--- src/rtl/player_move_ctrl.sv ---
// Tile-grid sprite mover: queries the map for the target tile, then walks 32 pixels at STEP_DIV clocks per pixel.
// Optional build macro PLAYER_GOAL_EN adds a one-cycle goal pulse on arrival at a tile of type 3'b011.
module player_move_ctrl #(
  parameter int          START_ROW = 1,
  parameter int          START_COL = 1,
  parameter int          STEP_DIV  = 64,
  parameter logic [2:0]  WALL_TYPE = 3'b010
) (
  input  logic       clk,
  input  logic       rst,
  input  logic       btn_up,
  input  logic       btn_down,
  input  logic       btn_left,
  input  logic       btn_right,
  output logic       tq_valid,
  output logic [3:0] tq_row,
  output logic [4:0] tq_col,
  input  logic       tq_ready,
  input  logic [2:0] tq_type,
  output logic [9:0] pos_r,
  output logic [9:0] pos_c,
  output logic [2:0] move_stat,
  output logic       anim_frame,
  output logic       busy,
  output logic       goal
);

  // state | meaning
  // IDLE  | waiting for a button, tile position stable
  // QUERY | tq_valid high, waiting for the map answer
  // WALK  | stepping one pixel every STEP_DIV clocks, 32 steps
  localparam logic [1:0] S_IDLE  = 2'd0;
  localparam logic [1:0] S_QUERY = 2'd1;
  localparam logic [1:0] S_WALK  = 2'd2;

  localparam logic [2:0] DIR_STOP  = 3'd0;
  localparam logic [2:0] DIR_DOWN  = 3'd1;
  localparam logic [2:0] DIR_UP    = 3'd2;
  localparam logic [2:0] DIR_LEFT  = 3'd3;
  localparam logic [2:0] DIR_RIGHT = 3'd4;

  localparam logic [9:0] DIV_LAST = 10'(STEP_DIV - 1);

  logic [1:0] state;
  logic [2:0] dir;
  logic [3:0] tile_row, q_row, tgt_row;
  logic [4:0] tile_col, q_col, tgt_col;
  logic [9:0] div_cnt;
  logic [4:0] step_cnt;
  logic [2:0] req_dir;
  logic       tgt_ok;
  logic       step_tick;
  logic       walk_done;

  always_comb begin
    req_dir = DIR_STOP;
    if (btn_up)         req_dir = DIR_UP;
    else if (btn_down)  req_dir = DIR_DOWN;
    else if (btn_left)  req_dir = DIR_LEFT;
    else if (btn_right) req_dir = DIR_RIGHT;
  end

  // Off-grid targets are rejected here so no query is ever issued for them.
  always_comb begin
    tgt_row = tile_row;
    tgt_col = tile_col;
    tgt_ok  = 1'b0;
    case (req_dir)
      DIR_UP: begin
        tgt_row = tile_row - 4'd1;
        tgt_ok  = (tile_row != 4'd0);
      end
      DIR_DOWN: begin
        tgt_row = tile_row + 4'd1;
        tgt_ok  = (tile_row != 4'd9);
      end
      DIR_LEFT: begin
        tgt_col = tile_col - 5'd1;
        tgt_ok  = (tile_col != 5'd0);
      end
      DIR_RIGHT: begin
        tgt_col = tile_col + 5'd1;
        tgt_ok  = (tile_col != 5'd19);
      end
      default: tgt_ok = 1'b0;
    endcase
  end

  assign step_tick = (state == S_WALK) && (div_cnt == DIV_LAST);
  assign walk_done = step_tick && (step_cnt == 5'd31);

  always_ff @(posedge clk or negedge rst) begin
    if (!rst) begin
      state    <= S_IDLE;
      dir      <= DIR_STOP;
      tile_row <= 4'(START_ROW);
      tile_col <= 5'(START_COL);
      q_row    <= 4'(START_ROW);
      q_col    <= 5'(START_COL);
      div_cnt  <= '0;
      step_cnt <= '0;
    end else begin
      case (state)
        S_IDLE: begin
          if (tgt_ok) begin
            state <= S_QUERY;
            dir   <= req_dir;
            q_row <= tgt_row;
            q_col <= tgt_col;
          end
        end
        S_QUERY: begin
          if (tq_ready) begin
            div_cnt  <= '0;
            step_cnt <= '0;
            state    <= (tq_type == WALL_TYPE) ? S_IDLE : S_WALK;
          end
        end
        S_WALK: begin
          if (step_tick) begin
            div_cnt  <= '0;
            step_cnt <= step_cnt + 5'd1;
            if (walk_done) begin
              state    <= S_IDLE;
              tile_row <= q_row;
              tile_col <= q_col;
            end
          end else begin
            div_cnt <= div_cnt + 10'd1;
          end
        end
        default: state <= S_IDLE;
      endcase
    end
  end

  logic [9:0] base_r, base_c, offs;
  assign base_r = {1'b0, tile_row, 5'b0};
  assign base_c = {tile_col, 5'b0};
  assign offs   = {5'b0, step_cnt};

  always_comb begin
    pos_r = base_r;
    pos_c = base_c;
    if (state == S_WALK) begin
      case (dir)
        DIR_DOWN:  pos_r = base_r + offs;
        DIR_UP:    pos_r = base_r - offs;
        DIR_RIGHT: pos_c = base_c + offs;
        DIR_LEFT:  pos_c = base_c - offs;
        default:   pos_r = base_r;
      endcase
    end
  end

  assign tq_valid   = (state == S_QUERY);
  assign tq_row     = q_row;
  assign tq_col     = q_col;
  assign busy       = (state != S_IDLE);
  assign move_stat  = busy ? dir : DIR_STOP;
  assign anim_frame = (state == S_WALK) & step_cnt[3];

`ifdef PLAYER_GOAL_EN
  logic [2:0] type_q;
  logic       goal_q;

  // Registered so the pulse lands in the first IDLE cycle after the walk.
  always_ff @(posedge clk or negedge rst) begin
    if (!rst) begin
      type_q <= '0;
      goal_q <= 1'b0;
    end else begin
      if (state == S_QUERY && tq_ready) type_q <= tq_type;
      goal_q <= walk_done && (type_q == 3'b011);
    end
  end

  assign goal = goal_q;
`else
  assign goal = 1'b0;
`endif

endmodule
--- config.mk ---
export PLATFORM = sky130hd
export DESIGN_NAME = player_move_ctrl
export DESIGN_NICKNAME = d
export VERILOG_FILES = /design/src/rtl/player_move_ctrl.sv
export SDC_FILE = /design/constraint.sdc
export NUM_CORES = 1
export LEC_CHECK = 0
export ABC_AREA = 1
export CAP_MARGIN = 40
export CORE_ASPECT_RATIO = 0.9
export CORE_UTILIZATION = 54
export CTS_BUF_LIST = sky130_fd_sc_hd__clkbuf_16
export DETAILED_ROUTE_END_ITERATION = 7
export MAX_ROUTING_LAYER = met4
export PLACE_DENSITY = 0.9
export SYNTH_ARGS = -nofsm -noshare
export SYNTH_HDL_FRONTEND = slang
export SYNTH_SLANG_ARGS = --single-unit
--- constraint.sdc ---
create_clock -name clk -period 2.1 [get_ports clk]
set_clock_uncertainty 0.05 [all_clocks]
set_input_delay 0.315 -clock clk [delete_from_list [all_inputs] [get_ports clk]]
set_output_delay 0.315 -clock clk [all_outputs]
set_load 0.005 [all_outputs]
-- Word level (Yosys, flattened, before mapping)
Cells that the tools add are included.
- register bits: 38
- latch bits: 0
- memory bits (writable): 0
- ROM bits: 0
- bits of input ports: 10
- output and inout bits: 36
- logic and storage cells: 74
- memories kept: 0
- $add $sub $neg: 10
- $mul: 0
- divide/modulo/power cells: 0
- magnitude comparators: 0
- equality and inequality tests: 19
- shifts and indexed selects: 0
- multiplexer cells: 24
- bitwise logic cells: 1
- reduce and logical (&&, ||, !) cells: 12
- operator list (cell ; count):
    10-bit case mux with 2 select lines ; 3
    10-bit 2-to-1 mux ; 4
    5-bit case mux with 2 select lines ; 2
    3-bit by 2-bit equality test with 1-bit output (second input constant) ; 5
    3-bit 2-to-1 mux ; 5
    10-bit by 1-bit adder with 10-bit output (second input constant) ; 1
    10-bit by 5-bit adder with 10-bit output ; 1
    5-bit by 1-bit adder with 5-bit output (second input constant) ; 2
    9-bit by 5-bit adder with 10-bit output ; 1
    10-bit by 6-bit equality test with 1-bit output (second input constant) ; 1
    2-bit 2-to-1 mux ; 5
    5-bit 2-to-1 mux ; 2
    10-bit by 5-bit subtractor with 10-bit output ; 1
    9-bit by 5-bit subtractor with 10-bit output ; 1
    4-bit case mux with 2 select lines ; 1
    3-bit by 1-bit equality test with 1-bit output (second input constant) ; 2
    3-bit equality test (second input constant) ; 2
    2-bit inequality test (second input constant) ; 3
    2-bit case mux with 3 select lines ; 1
    3-bit AND reduction ; 2
    5-bit equality test (second input constant) ; 1
    5-bit inequality test (second input constant) ; 1
    5-bit nonzero test ; 1
    5-bit by 1-bit subtractor with 5-bit output (second input constant) ; 1
    other kinds (14) ; 17

-- Depth between registers and ports, before layout
Gate-level depths: netlist of run 1.
- word-level depth: 8
- gate-level depth with buffers: 14
- depth with buffers taken out: 14

-- Worst setup path after synthesis of run 1
No wires, ideal clock.
- kind: flip-flop to flip-flop
- start: reg tile_col[0]
- end: reg q_col[4], in the netlist tq_col[4]
- setup time: 116 ps
- data arrival time: 1640 ps
- required time: 1934 ps
- setup slack: 293 ps
- stages on the path, launching flop included: 14
- path buffers: 1
- clock period less this slack: 1807 ps
- cells stage by stage: dfstp_2 buf_6 inv_1 fa_1 inv_1 nand3_1 nand2_1 nand2_1 nand2_1 nand2_1 nand2_1 inv_1 nand2_1 nand2_1
- longest elaborated chain between the ends: 3
- elaborated cells on any way between the ends: 7
- those cells by class: 2 x add/sub; 1 x eq/ne; 2 x mux; 2 x reduce/logical
- ends and longest elaborated chain (what ; RTL line ; source):
    start: declaration ; 47 ; logic [4:0] tile_col, q_col, tgt_col;
    start signal: assignment ; 97 ; tile_col <= 5'(START_COL);
    start signal: assignment ; 126 ; tile_col <= q_col;
    parallel branches: the longest is 3 deep, another holds 5-bit by 1-bit adder with 5-bit output ; - ;
    end signal: assignment ; 99 ; q_col <= 5'(START_COL);
    end signal: assignment ; 109 ; q_col <= tgt_col;
    end: declaration ; 47 ;
Parallel ways; which one is timed is not known.
A chain may end at the register's enable or synchronous reset.

-- Worst setup path after layout of run 1
- start: reg dir[0]
- end: out pos_r[6]
- longest elaborated chain between the ends: 3
- elaborated cells on any way between the ends: 4
- those cells by class: 2 x eq/ne; 2 x mux
- ends and longest elaborated chain (what ; RTL line ; source):
    start: declaration ; 45 ; logic [2:0] dir;
    start signal: assignment ; 107 ; dir <= req_dir;
    3-bit by 2-bit equality test with 1-bit output or 3-bit by 1-bit equality test with 1-bit output (tied branches) ; 146 ; case (dir)
    10-bit case mux with 2 select lines * ; 146 ;
    10-bit 2-to-1 mux * ; 145 ; if (state == S_WALK) begin
    end: declaration ; 20 ; output logic [9:0] pos_r,
Mark *: on every way between the ends. The rest lies on a longest branch, timed or not.

==> summary.md, run 1 <==
The flow ran to the end, but the final reports show violations. The checks that failed: negative setup slack. At the worst endpoint, the required time is 1740 ps.

0 antenna diodes ended up in the layout. From left edge to right edge, the die measures 76.8 µm. The number of detailed-routing iterations run before antenna repair came out at 5.

For the worst flop-to-flop path, the logic depth is 12. On the worst path, the slowest cell contributes a delay of 450 ps. The post-detailed-route via-to-cell ratio works out to 5.67.

The tools report the sort of element at the end of the critical path as a primary output. The count of nets left with antenna violations after detail routing was 0. For the number of failing hold endpoints at the final stage, the log shows 0. The total DRC errors in the routed layout came out at 0. The critical path goes through inv_4 > nand3_2 > nor2_4 > nand2_2 > nor2_2 > nand3_1 > o21ai_0 > inv_1 > clkdlybuf4s50_1. The final cycle utilization of the critical path was 109%; the number of design-rule violations left by the first detailed-router iteration was 304. The number of failing setup endpoints in the final timing report is 4.

The run gives -192 ps as the post-route worst setup slack. For the total routing usage reported by global routing, the log shows 29.8%. The logs give 392 for the number of nets in the synthesized netlist and 29 for the largest net degree at the start of global routing. Counting every sink on the clock net gives 38. In the synthesized netlist the dominant register cell turns out to be sky130_fd_sc_hd__dfrtp_1. The number of buffers inserted during clock tree synthesis was 5. Dividing the synthesized area by the synthesized cell count gives 7.33 µm².

Startpoint type of the worst setup path: a register. For the leakage dissipation, the log shows 2.03 nW. For this run, the number of standard cells in the final layout without fillers is 522. For this block, the via count after detailed routing is 2958. Final routed wirelength across all metal layers: 8.34 mm. The die area was 5320 µm². Type of the most critical hold path: in -> async. The number of port buffers works out to 44. For this run, the top clock speed supported by timing is 0.436 GHz. TritonCTS built the clock tree. The logs give 2784 for the via count of the first global-routing pass and -238 ps for the setup slack at placement. STA puts the critical path data arrival time at 1930 ps. Subtracting the final worst setup slack from the clock period gives 2290 ps. The setup path with the least slack is of type reg -> out. The cell area that synthesis handed to floorplanning was 2720 µm². In the final design database the tool counted 477 nets. The top fanout value on the critical path was 4. The logs give 0 for the initial antenna violation count and 56.2% for the effective utilization at floorplan. Post-CTS clock slew at the launch and capture registers of the worst setup and hold paths: 60 ps. In this run the clock root is driven by a sky130_fd_sc_hd__clkbuf_16.

The number of flops mapped to enable cells by yosys is 0, and the clock tree buffer depth is 2. Placed cell count: 505. At the end of routability-driven placement, the weighted congestion stood at 0.930.

During synthesis, Yosys emitted a total of 0 warnings. After synthesis the netlist holds a flip-flop and latch count of 38. In this run the count of I/O pins placed on the die edge is 46.

Setup repair after global routing could not meet its margin everywhere. The H-tree generated during clock tree synthesis spans 2 levels. Dividing the detail-routed wire length by the instance count gives 16.0 µm. For this design the ratio of total power to cell area is 909 nW/µm². Clock latency on the worst-skew pair, taken at its later pin, is 290 ps. For this run, asynchronously set or reset flops after synthesis account for 100%.

The cell type of the slowest stage on the worst timing path is sky130_fd_sc_hd__dfrtp_2. Cells with a size suffix above 1 make up 26.9% of the layout. Layout overhead on the synthesized area: 39.4%. The logs give 4830 µm² for the area of the placeable core and 35.2% for the part of the Yosys area used for sequential elements.

The number of standard cells after synthesis is 371. The fraction of the core area covered by cells at the end of the flow was 78.3%; the total grt overflow was 0. Of all cell types, the one taking the most synthesized area is sky130_fd_sc_hd__dfrtp_1. The number of placement rows is 24.

The first global-routing pass estimated 12.1 mm of wire. The worst-case IR drop observed on VDD is 0.000596 V. The top cell type by area accounts for 31.3% of the synthesized area. The max-capacitance violation count was 0; the unique cell type count in the Yosys netlist was 36.

Detailed placement ended at an HPWL of 5.29 mm. Measured along the y axis, the die boundary spans 69.3 µm. The count of pins over their slew limit is 0.

In the post-synthesis netlist, the biggest area contributors are sky130_fd_sc_hd__dfrtp_1 (31%), sky130_fd_sc_hd__nand2_1 (15%), sky130_fd_sc_hd__inv_1 (6.9%).
[kinds of logic after synthesis]
logic type / after synthesis / synth area share (%)
xor gates and xnor gates: 15 / 4.83
other: 1 / 0.138
muxes: 1 / 0.414
buffers and inverters: 62 / 9.94
AOI/OAI and AO/OA: 46 / 10.5
DFF: 38 / 35.2
adders and majority gates: 11 / 5.62
and+or+nand+nor: 197 / 33.3
[worst paths after layout]
path	endpoint	startpoint	slack [ps]
min reg2reg	tq_col[0]	tq_col[0]	430
min in group clk	tq_col[0]	tq_col[0]	430
max reg2reg	tq_col[4]	tile_col[0]	150
max in group asynchronous	tq_col[0]	rst	1090
min	div_cnt[8]	rst	390
max	pos_r[6]	dir[0]	-190
[per-stage QoR]
step	total power, W	hold slack (ps)	cell area (µm²)	TNS [ps]
2_1_floorplan	0.00179	-30.6	2720	0
3_3_place_gp	0.00232	412	3400	-263
3_5_place_dp	0.00239	160	3420	-716
4_1_cts	0.00319	397	3620	-2000
5_1_grt	0.00361	414	3790	-791
6_report	0.00344	391	3790	-260
[power breakdown]
group / switching [W] / internal [W]
clock: 0.000299 / 0.000428
sequential: 0.000219 / 0.000939
combinational: 0.000880 / 0.000678
[state kept, by name, summed over array words and instances (netlist names)]
name	count
tile_row	4
tq_row	4
step_cnt	5
tile_col	5
state	2
div_cnt	10
dir	3
tq_col	5
[Yosys cell counts (2+ instances only)]
| cell type | n |
|---|---|
| sky130_fd_sc_hd__nand2_1 | 106 |
| sky130_fd_sc_hd__nand3_2 | 2 |
| sky130_fd_sc_hd__nor2_4 | 4 |
| sky130_fd_sc_hd__nor2_2 | 3 |
| sky130_fd_sc_hd__nor2_1 | 28 |
| sky130_fd_sc_hd__o22ai_1 | 7 |
| sky130_fd_sc_hd__a21oi_1 | 7 |
| sky130_fd_sc_hd__inv_1 | 50 |
| sky130_fd_sc_hd__nor3b_1 | 2 |
| sky130_fd_sc_hd__inv_2 | 4 |
| sky130_fd_sc_hd__buf_6 | 4 |
| sky130_fd_sc_hd__nand2_2 | 2 |
| sky130_fd_sc_hd__nand3_1 | 33 |
| sky130_fd_sc_hd__fa_1 | 2 |
| sky130_fd_sc_hd__xnor2_1 | 4 |
| sky130_fd_sc_hd__xor2_1 | 11 |
| sky130_fd_sc_hd__dfrtp_1 | 34 |
| sky130_fd_sc_hd__ha_1 | 9 |
| sky130_fd_sc_hd__nor3_1 | 6 |
| sky130_fd_sc_hd__o21ai_2 | 10 |
| sky130_fd_sc_hd__o21ai_0 | 18 |
| sky130_fd_sc_hd__nand4_1 | 6 |
| sky130_fd_sc_hd__dfstp_2 | 4 |
| sky130_fd_sc_hd__buf_2 | 2 |
| sky130_fd_sc_hd__a211oi_1 | 2 |
[routing by layer]
metal | part of all wire (%) | GRT usage (%) | vias up
li1 | - | - | 1356
met1 | 39 | 31.9 | 1391
met2 | 50 | 50.4 | 161
met3 | 6.5 | 5.26 | 50
met4 | 4.3 | 19.7 | 0
met5 | 0 | - | -
[timing repair]
| action | CTS | global route |
|---|---|---|
| gates resized for setup | 29 | 63 |
| hold endpoints to repair | 10 | 0 |
| hold buffers | 1 | 0 |
| endpoints found under the setup margin | 21 | 23 |
| buffers inserted | 2 | 6 |
| pin swaps | 5 | 7 |
[critical path: cells and delay by family (launching register included)]
| kind | cells | cell delay (ps) |
|---|---|---|
| buffers and inverters | 3 | 580 |
| and+or+nand+nor | 5 | 520 |
| DFF | 1 | 450 |
| AOI/OAI and AO/OA | 1 | 80 |
[layout by cell type (no fill, tap or decap), types with 7 or more instances in the layout]
cell and n:
sky130_fd_sc_hd__inv_2 9, sky130_fd_sc_hd__ha_1 8, sky130_fd_sc_hd__nand3_1 28, sky130_fd_sc_hd__xor2_1 11
sky130_fd_sc_hd__o22ai_1 7, sky130_fd_sc_hd__inv_1 44, sky130_fd_sc_hd__dlymetal6s2s_1 10, sky130_fd_sc_hd__o21ai_0 15
sky130_fd_sc_hd__nor2_1 20, sky130_fd_sc_hd__o21ai_2 11, sky130_fd_sc_hd__nand2_1 101, sky130_fd_sc_hd__clkdlybuf4s50_1 23
sky130_fd_sc_hd__dfrtp_1 32, sky130_fd_sc_hd__buf_4 36, sky130_fd_sc_hd__nor2_2 7, sky130_fd_sc_hd__nor2_4 8
[cell type report]
cell class                      count  area (µm²)
Fill cell                         302        1050
Sequential cell                    38         958
Timing Repair Buffer               85         752
Tap cell                           65        81.3
Inverter                           55         210
Clock buffer                        5         125
Clock inverter                      3        11.3
Multi-Input combinational cell    271        1650
Power figures use the tool's default switching activity.
==> run 2: changes to the inputs <==
--- a/config.mk
+++ b/config.mk
@@ -11,6 +11,7 @@
 export CORE_UTILIZATION = 54
 export CTS_BUF_LIST = sky130_fd_sc_hd__clkbuf_16
 export DETAILED_ROUTE_END_ITERATION = 7
+export GPL_ROUTABILITY_DRIVEN = 0
 export MAX_ROUTING_LAYER = met4
 export PLACE_DENSITY = 0.9
 export SYNTH_ARGS = -nofsm -noshare
==> run 2 against run 1 <==
  * The run still ends with negative setup slack left
  * Via count is 0.14% higher
  * Non-clock buffer count grew 4
  * Highest routed layer unchanged
  * Sequential cell count is the same
  * Routed wire length is 0.83% higher
  * Critical path type unchanged
  * Cell count increased by 0.77%
  * Design area increased by 0.40%
  * Sequential power hardly changed
  * Sequential share of layout area fell by 0.13 points
  * First-iteration DRC count increased by 6.9%
  * Worst hold slack worse by 8.3 ps
  * Critical endpoint is now pos_c[0]
  * Total power up 0.97%
==> summary.md, run 2 (synthesized netlist as in run 1, its figures left out) <==
The flow ran to the end, but the final reports show violations. The final reports fail on negative setup slack. STA puts the critical path data required time at 1740 ps. The initial antenna violation count is 0, and the post-CTS clock slew at the launch and capture registers of the worst setup and hold paths is 60 ps. The count of filler cells inserted in the layout is 285. The fraction of final layout cells sized beyond drive strength 1 is 28.0%, and the number of failing hold endpoints at the final stage is 0. The switching power as a share of total power works out to 40.1%.

The tree built by TritonCTS fans out to 38 sinks. The worst-case IR drop observed on VDD is 0.000643 V. Final cycle utilization of the critical path: 109%. The number of H-tree branching levels was 2; the total inserted antenna cells was 0. The tools report the total placed instance area as 3420 µm². The top fanout value on the critical path came out at 4. The critical path's top delay family is buffers and inverters.

The min-delay analysis places its worst path in the category in -> async. The count of nets left with antenna violations once routing finished came out at 0. The type of the setup path with the least slack is reg -> out.

Walking the worst path, the cells encountered are buf_4 > nand3_2 > buf_4 > a211oi_2 > clkdlybuf4s50_1. The first global-routing pass estimated 12.5 mm of wire. The post-detailed-route via-to-cell ratio came out at 5.63.

The leakage dissipation came out at 1.95 nW. Largest register by flop count: div_cnt. Number of cells in the finished layout apart from fillers: 526. In the final design database the tool counted 481 nets.

The effective utilization at floorplan came out at 56.2%. Relative to the synthesized area, the layout overhead comes to 39.9%. For this design the total switching power over the nets is 0.00139 W. The sum of negative setup slack was -640 ps. The via count of the first global-routing pass came out at 2909.

The logs give 30 for the largest net degree at the start of global routing and -182 ps for the post-route worst setup slack. The global routing stage identified its most utilized layer as met2. Combinational logic is responsible for 45.8% of the overall power. The width of the die was 76.8 µm. The beginning of the worst register-to-register path was tile_col[0]. The clock network is responsible for 21.0% of the overall power.

The worst setup path is captured at a primary output. The average detailed-routed wire length per instance was 16.0 µm; the total DRC errors in the routed layout was 0. The clock tree buffer depth was 2; the peak per-stage delay on the critical path was 530 ps. The total routing usage reported by global routing is 30.1%, and the depth of the critical timing path with buffers and inverters included is 5. The worst setup path is launched from a register. The highest clock frequency the design can meet came out at 0.438 GHz. The setup check on the worst reg-to-reg path leaves a slack of 170 ps. The internal cell power was 0.00208 W. The tools report the number of failing setup endpoints in the final timing report as 8. In the layout the commonest cells are sky130_fd_sc_hd__nand2_1 (101), sky130_fd_sc_hd__inv_1 (45), sky130_fd_sc_hd__buf_4 (38). Detailed-placement wirelength estimate: 5.12 mm. The cell type of the slowest stage on the worst timing path was sky130_fd_sc_hd__clkdlybuf4s50_1. By instance count, the cell type seen most on the critical path is sky130_fd_sc_hd__buf_4. Summed over all layers, the routed wires come to 8.41 mm. The number of cells on the worst reg-to-reg path works out to 12. The setup slack at placement was -243 ps; the max-capacitance violation count was 0. The library cell used most frequently in the layout, excluding fill and tap cells, is sky130_fd_sc_hd__nand2_1. The post-layout instance area is 3800 µm², and the count of pins over their slew limit is 0. The pre-antenna-repair detailed-routing pass consisted of 5 iterations. Global routing used 50.9% of the available met2 tracks. For this design the top-level I/O count stands at 46.

In this run, the number of DRC markers left after iteration 0 of detailed routing was 325. Of the total power, registers draw 33.2%. Number of placement rows: 24.

The routed layout has 2962 vias. Minimum period implied by the final worst setup slack: 2280 ps. The die outline height was 69.3 µm. The met3 track utilization from global routing was 4.21%; the met1 track demand over resource in global routing was 33.8%. The tools report the area of the placeable core as 4830 µm². The number of port buffers was 44.

The worst register-to-register path ends at tq_col[4]. Setup repair after global routing could not meet its margin everywhere. The placed cell count is 504, and the clock latency on the worst-skew pair is 280 ps.

The run gives 1920 ps as the worst endpoint data arrival time. The register with the most flip-flops in the layout has 10 of them. The die covers 5320 µm². TritonCTS built the clock tree.

The number of buffers and inverters on the critical path is 3, and the total grt overflow is 0. Clock tree synthesis selected as its root buffer the cell sky130_fd_sc_hd__clkbuf_16. For this design the ratio of total power to cell area is 914 nW/µm².

The run gives 5 as the number of buffers inserted during clock tree synthesis.
run 2: cell types whose count changed in the layout (fill, tap and decap cells not counted), sizes merged:
cell	change
clkinv	-3
dlygate4sd2	+4
clkdlybuf4s15	+2
clkbuf	+1
dlymetal6s2s	-7
clkdlybuf4s50	+1
buf	+3
inv	+3
run 2: worst max path at each step:
| stage | startpoint | to | slack, ps |
|---|---|---|---|
| 6_report | dir[0] | pos_c[0] | -180 |
| 5_1_grt | dir[0] | pos_c[0] | -190 |
| 4_1_cts | dir[0] | pos_r[6] | -220 |
| 3_5_place_dp | btn_up | tq_col[4] | -240 |
| 3_3_place_gp | btn_up | tq_col[4] | -110 |
| 2_1_floorplan | tile_col[0] | tq_col[4] | 290 |
run 2: layout make-up:
type	count	area [µm²]	share of cell area (%)
repair buffers	89	767	20.2
clock inverters	3	11.3	0.296
multi-input cells	271	1650	43.5
clock buffers	5	125	3.29
well taps	65	81.3	2.14
flip-flops and latches	38	957	25.2
inverters	55	208	5.46
run 2: repair_timing:
item / 4_1_cts / 5_1_grt
resized for setup: 40 / 52
pin swaps: 6 / 9
setup endpoints to repair: 20 / 20
hold buffers: 1 / 0
endpoints found under the hold margin: 9 / 0
buffers inserted: 6 / 7
run 2: through the flow:
step           power [W]  util, %  hold WS (ps)
2_1_floorplan    0.00179        -         -30.6
3_3_place_gp     0.00231     70.3           413
3_5_place_dp     0.00237     70.7           154
4_1_cts          0.00322     74.9           393
5_1_grt          0.00367     78.6           398
6_report         0.00348     78.6           383
run 2: metal layers:
metal | part of all wire (%) | vias up
met4 | 3.9 | 0
met1 | 38 | 1416
met2 | 52 | 142
li1 | - | 1362
met3 | 5.4 | 42
met5 | 0 | -
run 2: power groups by stage:
| stage | combinational [W] | sequential [W] | clock, W |
|---|---|---|---|
| after CTS | 0.00136 | 0.00112 | 0.000733 |
| after floorplan | 0.000682 | 0.00111 | 0 |
| final | 0.00159 | 0.00115 | 0.000730 |
| after global routing | 0.00173 | 0.00118 | 0.000763 |
| after detailed placement | 0.00124 | 0.00113 | 0 |
| after global placement | 0.00120 | 0.00111 | 0 |
==> run 3: changes to the inputs <==
==> constraint.sdc (replaced) <==
create_clock -name clk -period 2.1 [get_ports clk]
set_clock_uncertainty 0.05 [all_clocks]
set_input_delay 0.315 -clock clk [delete_from_list [all_inputs] [get_ports clk]]
set_output_delay 0.315 -clock clk [all_outputs]
set_load 0.1 [all_outputs]
==> run 3 against run 2 <==
  * The flow still finishes with violations (negative setup slack)
  * Worst setup slack got worse by 5.6 ps
  * Count of clock-buffer cells in the layout did not move
  * Utilization is 12 points higher
  * Non-clock buffer count shrank 2
  * Sequential share of layout area decreased by 3.1 points
  * Critical path depth rose by 2
  * Design area increased by 15%
  * Global-route usage is 10 points higher
  * Sequential power rose by 4%
  * Critical path type unchanged
  * Highest routed layer unchanged
==> summary.md, run 3 (synthesized netlist as in run 1, its figures left out) <==
The worst setup path is launched from a register. The repair_antennas step left the layout with diodes totalling 0. The width of the die came out at 76.8 µm. The post-route worst setup slack is -188 ps, and the met3 track utilization from global routing is 9.87%.

The logs give 1950 µm² for the combined area of the multi-input logic cells and 0 for the count of nets left with antenna violations after detail routing. Along the worst path, the maximum fanout reaches 4. Entering global routing, the biggest net connects 34 pins. The sum of negative setup slack was -2150 ps.

Global routing used 45.2% of the available met1 tracks. Walking the worst path, the cells encountered are inv_2 > buf_6 > nand4_1 > buf_4 > nand3_2 > xor2_4 > buf_12. For this run, the detailed router's first-pass iteration total came to 6. Counting both buffers and inverters, the worst setup path holds a total of 4.

Leaving out fill and tap cells, the most frequent cells in the layout are sky130_fd_sc_hd__nand2_1 (97), sky130_fd_sc_hd__buf_4 (51), sky130_fd_sc_hd__inv_1 (37). Global routing used 40.3% of the available tracks. The register with the most flip-flops in the layout has 10 of them. The tools report the via total after detailed routing as 3469.

After the first detailed-routing iteration, the DRC count stood at 726. After floorplanning, the core was sized to cover 4830 µm². The floorplan has 24 rows. The wire-length estimate of the detail-placed layout is 5.66 mm. The die outline height is 69.3 µm. Leaving out fill and tap cells, the most frequent cell in the layout is sky130_fd_sc_hd__nand2_1. TritonCTS created 5 clock buffers. During I/O placement, the number of pins put on the boundary was 46. Among cell families on the critical path, the largest total delay comes from buffers and inverters. The H-tree was split into 2 levels. The root buffer cell chosen for the clock tree is sky130_fd_sc_hd__clkbuf_16. Setup repair after global routing could not meet its margin everywhere. The cell type of the slowest stage on the worst timing path is sky130_fd_sc_hd__dfrtp_1. The count of filler cells inserted in the layout came out at 174. The post-detailed-route via-to-cell ratio came out at 6.62. The power per cell area was 1120 nW/µm². In the final design database the tool counted 479 nets.

The total grt overflow is 0, and the total DRC errors in the routed layout is 0. The run gives 0 as the initial antenna violation count. The critical path in this run is classified as reg -> out. The logs give 290 ps for the clock latency on the worst-skew pair and 3780 µm² for the total placed instance area. The smallest clock period supported by the final layout is computed as 2290 ps.

The critical path required time is 1740 ps. The peak per-stage delay on the critical path was 400 ps; the final routed wirelength across all metal layers was 12.1 mm. The clock net in this run drives a total of 38 sinks. Cells fill 90.2% of the core in the end. The die area came out at 5320 µm². After global routing, the most crowded layer is met2. Counting along the longest clock path gives a buffer depth of 2. TritonCTS built the clock tree. The flow ran to the end, but the final reports show violations. The register with the most flip-flops in the final layout is div_cnt.

The logs give 66.0% for the worst relative slew slack and 56.2% for the effective utilization at floorplan. Leakage dissipation: 2.03 nW. The worst hold path belongs to the class in -> async. The worst endpoint data arrival time was 1920 ps; the highest clock frequency the design can meet was 0.437 GHz. The run gives 0 as the count of pins over their slew limit.

The checks that failed: negative setup slack. The first global-routing pass estimated 16.1 mm of wire. The logs give 962 µm² for the sequential standard cell area and 0.00111 V for the maximum vdd ir drop. The max-capacitance violation count was 0; the average detailed-routed wire length per instance was 23.2 µm. Final cycle utilization of the critical path: 109%. The logs give 0 for the number of failing hold endpoints at the final stage and 494 for the placed cell count. Compared with the post-synthesis result, the final layout area differs by 60.5%.

The number of port buffers was 44; the final total power was 0.00487 W. After clock tree synthesis, the clock-pin slew on the worst setup and hold paths is 60 ps. Of the cells placed in the final design, the portion with a size suffix greater than 1 is 42.3%. The worst setup path is captured at a primary output. The run gives 65.7% as the global routing met2 resource utilization.

After routing the design area is 4360 µm². For the pin with the worst max-slew slack, the measured transition is 508 ps. The via count of the first global-routing pass is 3251. Setup violations remaining at the end of the flow were counted as 22. Number of cells in the finished layout apart from fillers: 524.
run 3: layout make-up:
class	count	area share, %
multi-input cells	271	44.7
repair buffers	87	22.6
flip-flops and latches	38	22.1
inverters	55	4.96
clock buffers	5	2.87
well taps	65	1.87
clock inverters	3	0.861
run 3: metal layers:
layer | up-vias | wire length (µm)
li1 | 1355 | -
met1 | 1589 | 4010
met2 | 394 | 5700
met3 | 131 | 1460
met4 | 0 | 966
met5 | - | 0
run 3: worst register-to-register path, cell delays in order (launching register included):
cell and delay [ps]:
sky130_fd_sc_hd__dfrtp_1 450, sky130_fd_sc_hd__nand2_4 160, sky130_fd_sc_hd__buf_8 200, sky130_fd_sc_hd__clkinvlp_4 190, sky130_fd_sc_hd__buf_4 180, sky130_fd_sc_hd__buf_4 160
sky130_fd_sc_hd__nand3_4 280, sky130_fd_sc_hd__nand2_1 170, sky130_fd_sc_hd__o21ai_2 170
run 3: power breakdown:
| part | internal (W) | switching, W | total (W) |
|---|---|---|---|
| clock | 0.000552 | 0.000307 | 0.000859 |
| sequential | 0.000940 | 0.000263 | 0.00120 |
| combinational | 0.000772 | 0.00204 | 0.00281 |
run 3: metrics by stage:
step	hold slack, ps	setup WS, ps
after floorplan	-30.6	-432
after global routing	381	-208
after detailed placement	114	-257
after global placement	416	-87.1
after CTS	356	-45.6
final	369	-188
run 3: path summary, 6_finish.rpt:
check	start	endpoint	slack, ps	cells after the start
setup / recovery	step_cnt[0]	pos_c[9]	-190	7
hold / removal	rst	step_cnt[3]	370	2
setup reg to reg	state[1]	tile_col[0]	-10	8
hold reg to reg	tq_row[0]	tq_row[0]	460	2
max in group asynchronous	rst	tq_row[0]	1120	3
min in group clk	tq_row[0]	tq_row[0]	460	2
run 3: timing repair:
| action | in CTS | in global routing |
|---|---|---|
| resized for setup | 40 | 38 |
| pin swaps | 12 | 13 |
| hold endpoints to repair | 4 | 0 |
| hold buffers | 1 | 0 |
| buffers inserted | 12 | 9 |
| endpoints found under the setup margin | 20 | 23 |
